[config.mk]
export PLATFORM = sky130hd
export DESIGN_NAME = core_csr_access
export DESIGN_NICKNAME = d
export VERILOG_FILES = /design/src/rtl/core_csr_access.sv
export SDC_FILE = /design/constraint.sdc
export NUM_CORES = 1
export LEC_CHECK = 0
export BUFFER_PORTS_ARGS = -buffer_cell sky130_fd_sc_hd__buf_2
export CAP_MARGIN = 20
export CORE_MARGIN = 2
export CORE_UTILIZATION = 46
export CTS_BUF_LIST = sky130_fd_sc_hd__clkbuf_4 sky130_fd_sc_hd__clkbuf_8
export DETAILED_ROUTE_END_ITERATION = 10
export PLACE_DENSITY = 0.85
export SYNTH_ARGS = -nofsm -noshare
export SYNTH_HDL_FRONTEND = slang
export SYNTH_SLANG_ARGS = --single-unit
export TNS_END_PERCENT = 50
[constraint.sdc]
create_clock -name CLK -period 1.5 [get_ports CLK]
set_clock_uncertainty 0.1 [all_clocks]
set_input_delay 0.375 -clock CLK [delete_from_list [all_inputs] [get_ports CLK]]
set_output_delay 0.375 -clock CLK [all_outputs]
set_load 0.05 [all_outputs]
[src/rtl/core_csr_access.sv]
// ---------------------------------------------------------------------------
// core_csr_access
//
// Executes one RISC-V Zicsr instruction (CSRRW/S/C and their immediate forms)
// against an external CSR file with a combinational read port and a one-cycle
// write strobe, then hands the old CSR value back for register writeback.
//
// Sequence: IDLE -> READ -> (WRITE) -> FIN -> IDLE
//   cycle 0 : IDLE, START sampled, operands latched
//   cycle 1 : READ, CSR_ADDR driven, CSR_RDATA captured as the old value
//   cycle 2 : WRITE (only when a write is required), CSR_WE pulse
//   cycle 2/3 : FIN, DONE pulse, RD_* writeback, ILLEGAL status
//
// Ports
//   CLK, RST            clock, synchronous active-high reset
//   START               request; only looked at in IDLE
//   FUNCT3              instruction funct3 (bit 2 selects the zimm forms)
//   CSR_NUM             target CSR address
//   RS1_NUM             rs1 index, or zimm for the immediate forms
//   RS1_DATA            rs1 register value
//   RD_NUM              destination register index
//   CSR_ADDR            CSR file address (latched CSR_NUM while busy, else 0)
//   CSR_WDATA, CSR_WE   CSR file write data / strobe (non-zero only in WRITE)
//   CSR_RDATA           CSR file read data, combinational from CSR_ADDR
//   BUSY                high in every state except IDLE
//   DONE                one-cycle completion pulse (FIN)
//   ILLEGAL             valid with DONE only; 0 otherwise
//   RD_WE, RD_ADDR,
//   RD_DATA             register writeback, driven only in FIN
//
// Configuration
//   CORE_CSR_ACCESS_RO_CHECK_EN : when defined, a required write to a CSR in
//   the read-only space (CSR_NUM[11:10] == 2'b11) is reported as illegal.
//   Suppressed writes (set/clear with rs1/zimm == 0) to that space stay legal.
// ---------------------------------------------------------------------------
module core_csr_access (
    input  logic        CLK,
    input  logic        RST,
    input  logic        START,
    input  logic [2:0]  FUNCT3,
    input  logic [11:0] CSR_NUM,
    input  logic [4:0]  RS1_NUM,
    input  logic [31:0] RS1_DATA,
    input  logic [4:0]  RD_NUM,
    output logic [11:0] CSR_ADDR,
    output logic [31:0] CSR_WDATA,
    output logic        CSR_WE,
    input  logic [31:0] CSR_RDATA,
    output logic        BUSY,
    output logic        DONE,
    output logic        ILLEGAL,
    output logic        RD_WE,
    output logic [4:0]  RD_ADDR,
    output logic [31:0] RD_DATA
);

    typedef enum logic [1:0] {
        S_IDLE  = 2'd0,
        S_READ  = 2'd1,
        S_WRITE = 2'd2,
        S_FIN   = 2'd3
    } state_t;

    state_t      r_state;
    state_t      w_next_state;

    logic [2:0]  r_funct3;
    logic [11:0] r_csr_num;
    logic [4:0]  r_rs1_num;
    logic [31:0] r_rs1_data;
    logic [4:0]  r_rd_num;
    logic [31:0] r_old;
    logic        r_illegal;

    logic [1:0]  w_op;
    logic [31:0] w_src;
    logic [31:0] w_new;
    logic        w_wr_req;
    logic        w_ro_fault;
    logic        w_illegal;

    // funct3[1:0]: 01 write, 10 set, 11 clear, 00 reserved (000 and 100)
    assign w_op  = r_funct3[1:0];
    assign w_src = r_funct3[2] ? {27'd0, r_rs1_num} : r_rs1_data;

    // Set/clear with a zero rs1 index (or zimm) is a pure read.
    assign w_wr_req = (w_op == 2'b01) || (r_rs1_num != 5'd0);

`ifdef CORE_CSR_ACCESS_RO_CHECK_EN
    assign w_ro_fault = w_wr_req && (r_csr_num[11:10] == 2'b11);
`else
    assign w_ro_fault = 1'b0;
`endif

    assign w_illegal = (w_op == 2'b00) || w_ro_fault;

    always_comb begin
        w_new = 32'd0;
        case (w_op)
            2'b01:   w_new = w_src;
            2'b10:   w_new = r_old | w_src;
            2'b11:   w_new = r_old & ~w_src;
            default: w_new = 32'd0;
        endcase
    end

    // State register and operand latches
    always_ff @(posedge CLK) begin
        if (RST) begin
            r_state    <= S_IDLE;
            r_funct3   <= 3'd0;
            r_csr_num  <= 12'd0;
            r_rs1_num  <= 5'd0;
            r_rs1_data <= 32'd0;
            r_rd_num   <= 5'd0;
            r_old      <= 32'd0;
            r_illegal  <= 1'b0;
        end else begin
            r_state <= w_next_state;
            if (r_state == S_IDLE && START) begin
                r_funct3   <= FUNCT3;
                r_csr_num  <= CSR_NUM;
                r_rs1_num  <= RS1_NUM;
                r_rs1_data <= RS1_DATA;
                r_rd_num   <= RD_NUM;
                r_illegal  <= 1'b0;
            end
            if (r_state == S_READ) begin
                r_old     <= CSR_RDATA;
                r_illegal <= w_illegal;
            end
        end
    end

    // Next state and outputs; everything defaults to 0 so that the strobes
    // and data buses are quiet outside their owning state.
    always_comb begin
        w_next_state = r_state;
        CSR_ADDR     = 12'd0;
        CSR_WDATA    = 32'd0;
        CSR_WE       = 1'b0;
        BUSY         = 1'b0;
        DONE         = 1'b0;
        ILLEGAL      = 1'b0;
        RD_WE        = 1'b0;
        RD_ADDR      = 5'd0;
        RD_DATA      = 32'd0;

        case (r_state)
            S_IDLE: begin
                if (START) begin
                    w_next_state = S_READ;
                end
            end
            S_READ: begin
                BUSY     = 1'b1;
                CSR_ADDR = r_csr_num;
                if (w_illegal || !w_wr_req) begin
                    w_next_state = S_FIN;
                end else begin
                    w_next_state = S_WRITE;
                end
            end
            S_WRITE: begin
                BUSY         = 1'b1;
                CSR_ADDR     = r_csr_num;
                CSR_WE       = 1'b1;
                CSR_WDATA    = w_new;
                w_next_state = S_FIN;
            end
            S_FIN: begin
                BUSY         = 1'b1;
                CSR_ADDR     = r_csr_num;
                DONE         = 1'b1;
                ILLEGAL      = r_illegal;
                RD_ADDR      = r_rd_num;
                RD_DATA      = r_old;
                RD_WE        = (r_rd_num != 5'd0) && !r_illegal;
                w_next_state = S_IDLE;
            end
            default: begin
                w_next_state = S_IDLE;
            end
        endcase
    end

endmodule

==> metrics.txt <==
Clock Tree Buf Depth 2; All-Layer GR Usage between 20% and 30%; min Tclk post-route 2.23 ns; post-synthesis sequential area ratio between 40% and 50%; Critical Path Fanout Max 8; routed len/inst about 19 um; Critical Path End Type primary output; synth top area cells dfxtp_1 (40%), mux2i_1 (15%), nand2_1 (12%), and2_1 (9.0%), a21oi_1 (6.3%); startpoint types flop; number of setup violations in the final report 113; Clock Sinks 92; largest area contributor in the netlist dfxtp_1; slowest CP cell dfxtp_2; Die H a little over 100 um; post-route setup TNS -46.52 ns; antenna violations before repair 2; final worst-path cycle share 148%; crit path DAT 1.75 ns; port buffer count between 150 and 200; CP Buf/Inv Count 2; die extent in x between 100 and 150 um; Tightest Hold Check Type input pin to flop; layout cells sized above 1 52.4%; RSZ-0062 raised after global routing true; pwr dens 1430 mW/mm^2; Syn Nets roughly 670; starting density of the core between 40% and 50%; Slew Viols, Final 0; critical path's top delay family multiplexers; vias in the first global route about 5,000; crit path cell chain buf_12 > mux2i_4 > mux2i_2 > o22ai_4 > buf_6; Commonest cells post-synth nand2_1 (143), dfxtp_1 (92), mux2i_1 (69); f_max ~450 MHz; Hold Fails Final Rpt 0; top-level port count about 180; status finished with violations; LEAKAGE between 3 and 4 nW; vias per std cell 5.37; Synth top area share around two fifths; Post-Route WL around 17 mm; largest net degree at the start of global routing 54; Synth Warn # 0; hold slack roughly 0.14 ns; Slew HR between 70% and 80%; CTS H-tree depth 3; utilization after layout a little over 80%; dominant synthesized flop cell dfxtp_1; Clock Tree Root clkbuf_8; TritonCTS Buffers 9; row cnt 36; Post-synth EDFFs 0; Crit Path Category flop to primary output; CORE AREA 0.00973 mm^2; Synth Cell Area ~0.0046 mm^2; post-place setup slack -0.419 ns; dpl hpwl just under 10 mm; Worst-Margin Slew about 0.44 ns; Cells after Synth about 570; first-pass iteration count of the detailed router 5; Max VDD drop about 750 uV; first-pass GRT wire length ~25 mm; Tot Pwr roughly 11 mW; synth unique cells 29; failing checks setup timing; nets@finish 879; #FFs+latches synth 92; maxcap violations 0; full die area ~0.011 mm^2; final RePlAce weighted congestion roughly 0.82; Crit path required time 1.02 ns; ys async rst share 0%; Area Growth Syn to Fin 73.8%; routed vias 4,949; cts hold-fix bufs 0; max incr delay on CP approximately 0.36 ns; synthesized area per cell roughly 8.0 um^2; CTS tree built; grt ovf 0; Worst-path clk slew ~0.10 ns; antenna-violating nets left 0; initial drt markers 339; Worst-Skew Late Latency around 0.36 ns; worst setup margin -0.725 ns; DRC 0; top-count cell post-synth nand2_1
per-stage QoR:
stage | instance area (um^2) | instances
6_report | 7950 | 922
5_1_grt | 7950 | 922
4_1_cts | 7490 | 915
3_5_place_dp | 6070 | 888
3_3_place_gp | 6070 | 888
2_1_floorplan | 4780 | 574
power by group:
| group | switching [mW] | total, mW | internal (mW) |
|---|---|---|---|
| Combinational | 3.03 | 5.82 | 2.79 |
| Sequential | 0.486 | 3.45 | 2.97 |
| Clock | 0.915 | 2.07 | 1.15 |
area by class of cell:
class	count	area, um^2
antenna	2	5.00
clock buffer	10	138
clock inverter	6	111
fill	547	1780
inverter	5	26.3
multi-input combinational	434	3200
sequential	92	1860
tap	133	166
timing repair buffer	240	2440
routing by layer:
layer	routed length, um	global-route usage (%)	part of all wire (%)	vias up
met5	0	0	0	-
met4	804	14.6	4.7	0
met3	867	4.03	5.1	67
met2	9000	53.1	53	245
met1	6420	31.9	38	2370
li1	-	-	-	2267
cell usage in the layout (no fill, tap or decap), types with 2 or more instances in the layout:
master	netlist	final
buf_4	1	30
and2_4	0	65
o22ai_4	0	4
inv_1	5	2
dfxtp_2	0	3
nand2b_4	0	9
ha_4	0	5
nand2b_1	27	18
a21oi_2	0	19
clkbuf_16	0	4
inv_4	0	3
nor2_1	35	34
buf_2	11	91
nor2b_4	0	13
diode_2	0	2
dfxtp_1	92	86
nand2_1	143	136
bufinv_16	0	3
dfxtp_4	0	3
mux2i_1	69	55
mux2i_2	0	10
nand2_2	0	6
mux2i_4	0	4
buf_6	3	35
a21oi_1	58	39
buf_8	0	69
buf_12	0	10
clkbuf_8	0	10
registers in the layout, indices dropped and copies added (netlist names):
signal      count
r_illegal       1
r_state         2
r_rd_num        5
r_funct3        3
r_rs1_data     32
r_csr_num      12
r_rs1_num       5
r_old          32
cell families (layout without fill, tap and decap cells):
logic type / after synthesis / count (layout) / synth area share, %
multiplexers: 69 / 69 / 15.1
AND/OR/NAND/NOR: 293 / 293 / 30.5
buffers and inverters: 48 / 261 / 4.82
AO/OA/AOI/OAI: 66 / 66 / 7.55
flip-flops: 92 / 92 / 40.3
adder cells (fa/ha/maj): 5 / 5 / 1.37
other: 0 / 2 / 0
XOR/XNOR: 1 / 1 / 0.356
final timing paths:
kind / startpoint / endpoint / slack [ns] / depth (start not counted)
worst max-delay path: r_funct3[2] / CSR_WDATA[0] / -0.73 / 5
worst min-delay path: CSR_NUM[1] / r_csr_num[1] / 0.14 / 3
worst max register to register: r_state[0] / r_csr_num[3] / -0.11 / 7
worst min register to register: r_rs1_data[12] / r_rs1_data[12] / 0.36 / 2
worst register-to-register path: cells and delay by family (launching register included):
family,cells,cell delay [ns]
AOI/OAI and AO/OA,1,0.17
adders and majority gates,1,0.14
buffers and inverters,3,0.40
DFF,1,0.39
and+or+nand+nor,2,0.33
repair_timing:
action                     4_1_cts  5_1_grt
resized for setup              320       89
pin swaps                       18       15
setup endpoints to repair      165      178
setup buffers                    7        4
gates cloned                     4        4
hold endpoints to repair         0        0
Note: power is estimated with default switching activity, not from simulation.
